**src/rtl/aes_cipher_collector.sv**
```systemverilog
// Reassembles the serial AES ciphertext byte stream into one block and presents it on valid/ready.
// Latency: 1 cycle from the last byte of a block to cipher_valid when the output register is free.
// Backpressure: one block of skid storage; input bytes cannot be stalled, so bytes arriving while both blocks are held are dropped and flag overrun.
module aes_cipher_collector #(
    parameter int BLOCK_BYTES = 16,
    parameter int LSB_FIRST   = 1
) (
    input  logic                           clk,
    input  logic                           rst,
    input  logic [7:0]                     in_byte,
    input  logic                           in_valid,
    input  logic                           clr,
    output logic [8*BLOCK_BYTES-1:0]       cipher_out,
    output logic                           cipher_valid,
    input  logic                           cipher_ready,
    output logic [$clog2(BLOCK_BYTES)-1:0] byte_cnt,
    output logic                           overrun,
    output logic [15:0]                    block_count
);

    localparam int            CW       = $clog2(BLOCK_BYTES);
    localparam int            W        = 8 * BLOCK_BYTES;
    localparam logic [CW-1:0] LAST_IDX = CW'(BLOCK_BYTES - 1);

    localparam logic [0:0] ST_COLLECT = 1'b0;
    localparam logic [0:0] ST_FULL    = 1'b1;

    logic [0:0]    state_q,   state_d;
    logic [CW-1:0] cnt_q,     cnt_d;
    logic [W-1:0]  asm_q,     asm_d;
    logic [W-1:0]  out_q,     out_d;
    logic          out_vld_q, out_vld_d;
    logic          overrun_q, overrun_d;
    logic [15:0]   blk_cnt_q, blk_cnt_d;

    logic [CW-1:0] slot;
    logic [W-1:0]  asm_ins;
    logic          out_fire;
    logic          out_free;

    // Slot of the incoming byte inside the block depends on the configured byte order.
    always_comb begin
        slot    = (LSB_FIRST != 0) ? cnt_q : (LAST_IDX - cnt_q);
        asm_ins = asm_q;
        asm_ins[{slot, 3'b000} +: 8] = in_byte;
    end

    assign out_fire = out_vld_q && cipher_ready;
    assign out_free = !out_vld_q || cipher_ready;

    always_comb begin
        state_d   = state_q;
        cnt_d     = cnt_q;
        asm_d     = asm_q;
        out_d     = out_q;
        out_vld_d = out_vld_q;
        overrun_d = overrun_q;
        blk_cnt_d = blk_cnt_q;

        if (out_fire) begin
            out_vld_d = 1'b0;
            blk_cnt_d = blk_cnt_q + 16'd1;
        end

        // clr aborts assembly (including a held full block) but never touches the output register.
        if (clr) begin
            state_d   = ST_COLLECT;
            cnt_d     = '0;
            asm_d     = '0;
            overrun_d = 1'b0;
        end else begin
            case (state_q)
                ST_COLLECT: begin
                    if (in_valid) begin
                        asm_d = asm_ins;
                        if (cnt_q != LAST_IDX) begin
                            cnt_d = cnt_q + CW'(1);
                        end else if (out_free) begin
                            out_d     = asm_ins;
                            out_vld_d = 1'b1;
                            cnt_d     = '0;
                        end else begin
                            state_d = ST_FULL;
                        end
                    end
                end
                ST_FULL: begin
                    if (in_valid) begin
                        overrun_d = 1'b1;
                    end
                    if (out_free) begin
                        out_d     = asm_q;
                        out_vld_d = 1'b1;
                        cnt_d     = '0;
                        state_d   = ST_COLLECT;
                    end
                end
                default: begin
                    state_d = ST_COLLECT;
                    cnt_d   = '0;
                end
            endcase
        end
    end

    always_ff @(posedge clk) begin
        if (rst) begin
            state_q   <= ST_COLLECT;
            cnt_q     <= '0;
            asm_q     <= '0;
            out_q     <= '0;
            out_vld_q <= 1'b0;
            overrun_q <= 1'b0;
            blk_cnt_q <= '0;
        end else begin
            state_q   <= state_d;
            cnt_q     <= cnt_d;
            asm_q     <= asm_d;
            out_q     <= out_d;
            out_vld_q <= out_vld_d;
            overrun_q <= overrun_d;
            blk_cnt_q <= blk_cnt_d;
        end
    end

    assign cipher_out   = out_q;
    assign cipher_valid = out_vld_q;
    assign byte_cnt     = cnt_q;
    assign overrun      = overrun_q;
    assign block_count  = blk_cnt_q;

endmodule

```
**config.mk**
```make
export PLATFORM = sky130hd
export DESIGN_NAME = aes_cipher_collector
export DESIGN_NICKNAME = d
export VERILOG_FILES = /design/src/rtl/aes_cipher_collector.sv
export SDC_FILE = /design/constraint.sdc
export NUM_CORES = 1
export LEC_CHECK = 0
export CAP_MARGIN = 5
export CORE_ASPECT_RATIO = 0.8
export CORE_MARGIN = 5
export CORE_UTILIZATION = 25
export DETAILED_ROUTE_END_ITERATION = 7
export SLEW_MARGIN = 0
export SYNTH_ARGS = -nofsm -noshare
export SYNTH_HDL_FRONTEND = slang
export SYNTH_SLANG_ARGS = --single-unit
```
**constraint.sdc**
```tcl
create_clock -name clk -period 2.8 [get_ports clk]
set_input_delay 0.7 -clock clk [delete_from_list [all_inputs] [get_ports clk]]
set_output_delay 0.7 -clock clk [all_outputs]
set_load 0.02 [all_outputs]
```
[Word level (Yosys, flattened, before mapping)]
Cells that the tools add are included.
Storage, ports and cells
  flip-flop bits (word level): 279
  latch bits: 0
  logic and storage cells: 46
  memories kept: 0
  memory bits (writable): 0
  bits in read-only memories: 0
Operators by class
  reduce and logical (&&, ||, !) cells: 7
  multipliers: 0
  bitwise operators: 2
  add/subtract/negate cells: 3
  div/mod/pow operators: 0
  magnitude comparators: 0
  equal/unequal tests: 5
  shift operators: 2
  multiplexer cells: 20
Operator list (number)
  128-bit 2-to-1 mux: 4
  128-bit one-hot mux with 2 select lines: 1
  128-bit bitwise mux: 1
  8-bit by 9-bit variable shift with 128-bit output (first input constant): 1
  8-bit by 9-bit indexed part select with 128-bit output: 1
  16-bit by 1-bit adder with 16-bit output (second input constant): 1
  4-bit 2-to-1 mux: 3
  7-bit negator with 9-bit output: 1
  1-bit 2-to-1 mux: 8
  4-bit one-hot mux with 2 select lines: 1
  2-bit inequality test (second input constant): 3
  5-bit AND reduction: 1
  4-bit by 1-bit adder with 4-bit output (second input constant): 1
  4-bit inequality test (second input constant): 1
  1-bit one-hot mux with 2 select lines: 2
  2-bit AND reduction: 2
  2-bit by 1-bit inequality test with 1-bit output (second input constant): 1
  1-bit inverter: 2
  2-bit OR reduction: 1
  1-bit logical AND: 1
  1-bit logical NOT: 1
  1-bit logical OR: 1

[Depth between registers and ports, before layout]
  depth in word-level cells: 7
  gate-level depth with buffers: 10

[Worst setup path before layout]
No wires, ideal clock.
  path type: reg2reg
  start point: register cnt_q[1], in the netlist byte_cnt[1]
  end point: register out_q[64], in the netlist cipher_out[64]
  required time: 2.668 ns
  path slack: 0.442 ns
  buffers on the path: 3
  stages on the path, launching flop included: 11
  arrival time: 2.226 ns
  path through: dfxtp_1 > buf_2 > inv_1 > ha_1 > buf_2 > nand2b_2 > o22ai_1 > clkbuf_1 > nand2_1 > a21oi_1 > nor3_1
On the way
  longest elaborated chain between the ends: 7
  elaborated cells between the ends (all ways): 11
  classes of those cells: add/sub: 1; eq/ne: 2; shift: 2; mux: 5; reduce/logical: 1
RTL lines
  start, declared: RTL line 29  | logic [CW-1:0] cnt_q, cnt_d;
  start signal, assigned: RTL line 117  | cnt_q <= cnt_d;
  7-bit negator with 9-bit output: RTL line 45  | asm_ins[{slot, 3'b000} +: 8] = in_byte;
  8-bit by 9-bit indexed part select with 128-bit output / 8-bit by 9-bit variable shift with 128-bit output (equally long branches): RTL line 45
  128-bit bitwise mux: RTL line 45
  128-bit 2-to-1 mux: RTL line 78  | end else if (out_free) begin
  128-bit 2-to-1 mux: RTL line 76  | if (cnt_q != LAST_IDX) begin
  128-bit 2-to-1 mux: RTL line 74  | if (in_valid) begin
  128-bit one-hot mux with 2 select lines: RTL line 72  | case (state_q)
  end signal, assigned: RTL line 119  | out_q <= out_d;
  end, declared: RTL line 31  | logic [W-1:0] out_q, out_d;
Several ways; a longest one is shown, not always the timed one. The select of a mux whose other input is x is not followed.
A chain may end at the register's enable or synchronous reset.

[Worst setup path in the final report]
  start point: register cnt_q[2], in the netlist byte_cnt[2]
  end point: output port byte_cnt[2]
RTL lines
  end, declared: RTL line 16  | output logic [$clog2(BLOCK_BYTES)-1:0] byte_cnt,
No word-level cell between the ends.

==> flow_metrics.py <==
metrics = {
    "worst_setup_path": {
        "worstSetupEndpointType": "output port",
        "slowest_stage": "clkdlybuf4s50_1",
        "cp_top_family": "buffers and inverters",
        "slowest_delay_ns": 0.78,
        "cp.required_ns": 2.10,
        "arrival_ns": 2.01,
        "cp-start-kind": "flop",
        "worstPathMaxFanout": 16,
        "crit_buf_inv": 1,
        "path_class": "flop to output port",
        "ff2ff_path_depth": 7,
        "r2r_slack_ns": 0.33,
        "crit_chain": "clkdlybuf4s50_1",
        "cp.depth": 1,
    },
    "clock_network": {
        "cts_root_buf": "clkbuf_16",
        "clock-sinks": 279,
        "clockBufferDepth": 3,
        "cts_setup_buffers": 0,
        "numCtsBuffers": 34,
        "cts_tree": "done",
        "h-tree-depth": 2,
        "clk_pin_slew_ns": 0.06,
        "cts_hold_buf": 0,
        "cts_resized": 0,
        "insertion_delay_ns": 0.51,
    },
    "grt": {
        "antenna_found_initial": 4,
        "grt_util_met2": 0.216,
        "overflow": 0,
        "grt.met3_usage": 0.0311,
        "grt_pass1_wl_mm": 52.6,
        "grt_pass1_vias": 8655,
        "grt_use_met1": 0.192,
        "grt_use_total": 0.138,
        "top_usage_layer": "met2",
        "grt_max_degree": 65,
    },
    "timing": {
        "rsz0062_at_grt": "false",
        "period_share": 0.968,
        "fin_worst_skew_ns": 0.0131,
        "finalSetupTns_ns": 0,
        "drv_slew": 0,
        "worst_slew_pin_slew_ns": 0.693,
        "timing.fmax_mhz": 369,
        "slew_headroom": 0.538,
        "min_period_ns": 2.71,
        "hold_viol": 0,
        "fin_ws_ns": 0.0905,
        "setup_violations": 0,
    },
    "synth": {
        "ys_seq_elements": 279,
        "synth_warnings": 0,
        "ys_top_cells_by_area": "dfxtp_1 51%, mux2i_1 12%, nor2_1 6.1%, a22o_1 4.0%, a211oi_1 3.1%",
        "ys_seq_area_frac": 0.509,
        "synth_edf_count": 0,
        "synthesis.nets": 1180,
        "ys_dominant_reg_cell": "dfxtp_1",
        "ys_async_sr_fraction": 0,
        "netlist_instances": 1162,
        "synth.distinct_cells": 56,
        "syn_avg_cell_area_sq_um": 9.44,
        "yosysMostFrequentCell": "dfxtp_1",
        "syn_area_sq_um": 11000,
        "synth_top_cell_by_area": "dfxtp_1",
        "synth_top_area_share": 0.509,
        "synthTopCellsByCount": "279 x dfxtp_1, 179 x nor2_1, 135 x mux2i_1",
    },
    "power_and_ir_drop": {
        "p_int_mw": 6.85,
        "power.density_nw_per_um2": 600,
        "ir_worst_vdd_mv": 0.323,
        "combPwrFrac": 0.036,
        "sequentialPowerShare": 0.453,
        "p_leak_nw": 5.35,
        "p_switching_mw": 1.93,
        "switching_share": 0.220,
        "p_clk_frac": 0.511,
    },
    "route": {
        "dr_total_vias": 9012,
        "wl_per_cell_um": 17.9,
        "drt_iter0_markers": 615,
        "final_antenna_net_count": 0,
        "drcViolationCount": 0,
        "wl_mm": 34.5,
        "firstDrtPassIters": 5,
        "routed_via_density": 4.69,
    },
    "hold_path": {
        "hold_path_class": "flop to flop",
        "worstHoldPathCells": 2,
    },
    "die": {
        "die_area_sq_um": 48200,
        "initial_core_util": 0.253,
        "placementRows": 68,
        "dieHeight_um": 197,
        "io_pins": 163,
        "core_sq_um": 43300,
        "dieWidth_um": 244,
    },
    "placed_design": {
        "dp_hpwl_mm": 24.7,
        "gp_congestion": 0.799,
        "port_buffers": 162,
        "pre_cts_ws_ns": 0.0336,
    },
    "final_layout": {
        "syn_to_final_growth_pct": 33.4,
        "drive_above_1_share": 0.0993,
        "fin_nets": 1355,
    },
    "job": {
        "cap_viol_max_count": 0,
    },
    "status": {
        "outcome": "completed",
    },
}
-- stage by stage --
stage,hold slack (ns),instances,utilization,area [sq um],power (mW)
finish,0.454,1923,0.338,14600,8.78
global route,0.457,1922,0.338,14600,9.09
global placement,0.444,1861,0.311,13500,4.38
detailed placement,0.444,1861,0.311,13500,4.39
CTS,0.440,1920,0.338,14600,8.90
floorplan,0.434,1162,-,11000,4.25
-- final timing paths --
check | startpoint | to
max reg2reg | byte_cnt[0] | asm_q[68]
max | byte_cnt[2] | byte_cnt[2]
min reg2reg | cipher_out[123] | cipher_out[123]
min | cipher_out[123] | cipher_out[123]
-- state kept, by name, indices dropped and copies added (netlist names) --
name and cells:
overrun 1, state_q 1, byte_cnt 4, cipher_valid 1, cipher_out 128, block_count 16, asm_q 128
-- layer usage --
metal  vias up  share of wire
met5         -        0.00058
met4         4          0.021
met3        51          0.056
met2       229           0.45
met1      4276           0.47
li1       4452              -
-- cell families (layout without fill, tap and decap cells) --
logic type / count (synthesis) / count (layout) / synth area share
AO/OA/AOI/OAI: 214 / 214 / 0.139
XOR/XNOR: 13 / 13 / 0.0104
adder cells (fa/ha/maj): 5 / 5 / 0.00570
buffers and inverters: 97 / 295 / 0.0371
flip-flops: 279 / 279 / 0.509
multiplexers: 135 / 135 / 0.123
other: 0 / 3 / 0
AND/OR/NAND/NOR: 419 / 419 / 0.176
-- area by class of cell --
cell class                 instances  area (sq um)
multi-input combinational        786          5000
timing repair buffer             220          2130
inverter                          16          60.1
clock inverter                     8           106
antenna                            3          7.51
sequential                       279          5590
clock buffer                      51          1050
fill                            4392         28700
tap                              560           701
-- power by group through the flow --
stage / registers [mW] / logic (mW) / clock network (mW)
after floorplan: 4.07 / 0.178 / 0
after global placement: 4.07 / 0.315 / 0
after detailed placement: 4.07 / 0.318 / 0
after CTS: 3.98 / 0.319 / 4.60
after global routing: 3.98 / 0.342 / 4.77
final: 3.98 / 0.318 / 4.48
-- cell usage in the layout (no fill, tap or decap), types with 37 or more instances in the layout --
cell type and n:
dfxtp_1 279, nor2_1 177, clkdlybuf4s50_1 161, mux2i_1 135, nand2_1 88, nand3_1 57, buf_4 53, a22o_1 50
a211oi_1 46, a21oi_1 45, o21ai_0 38, clkbuf_16 37
Note: power is estimated with default switching activity, not from simulation.
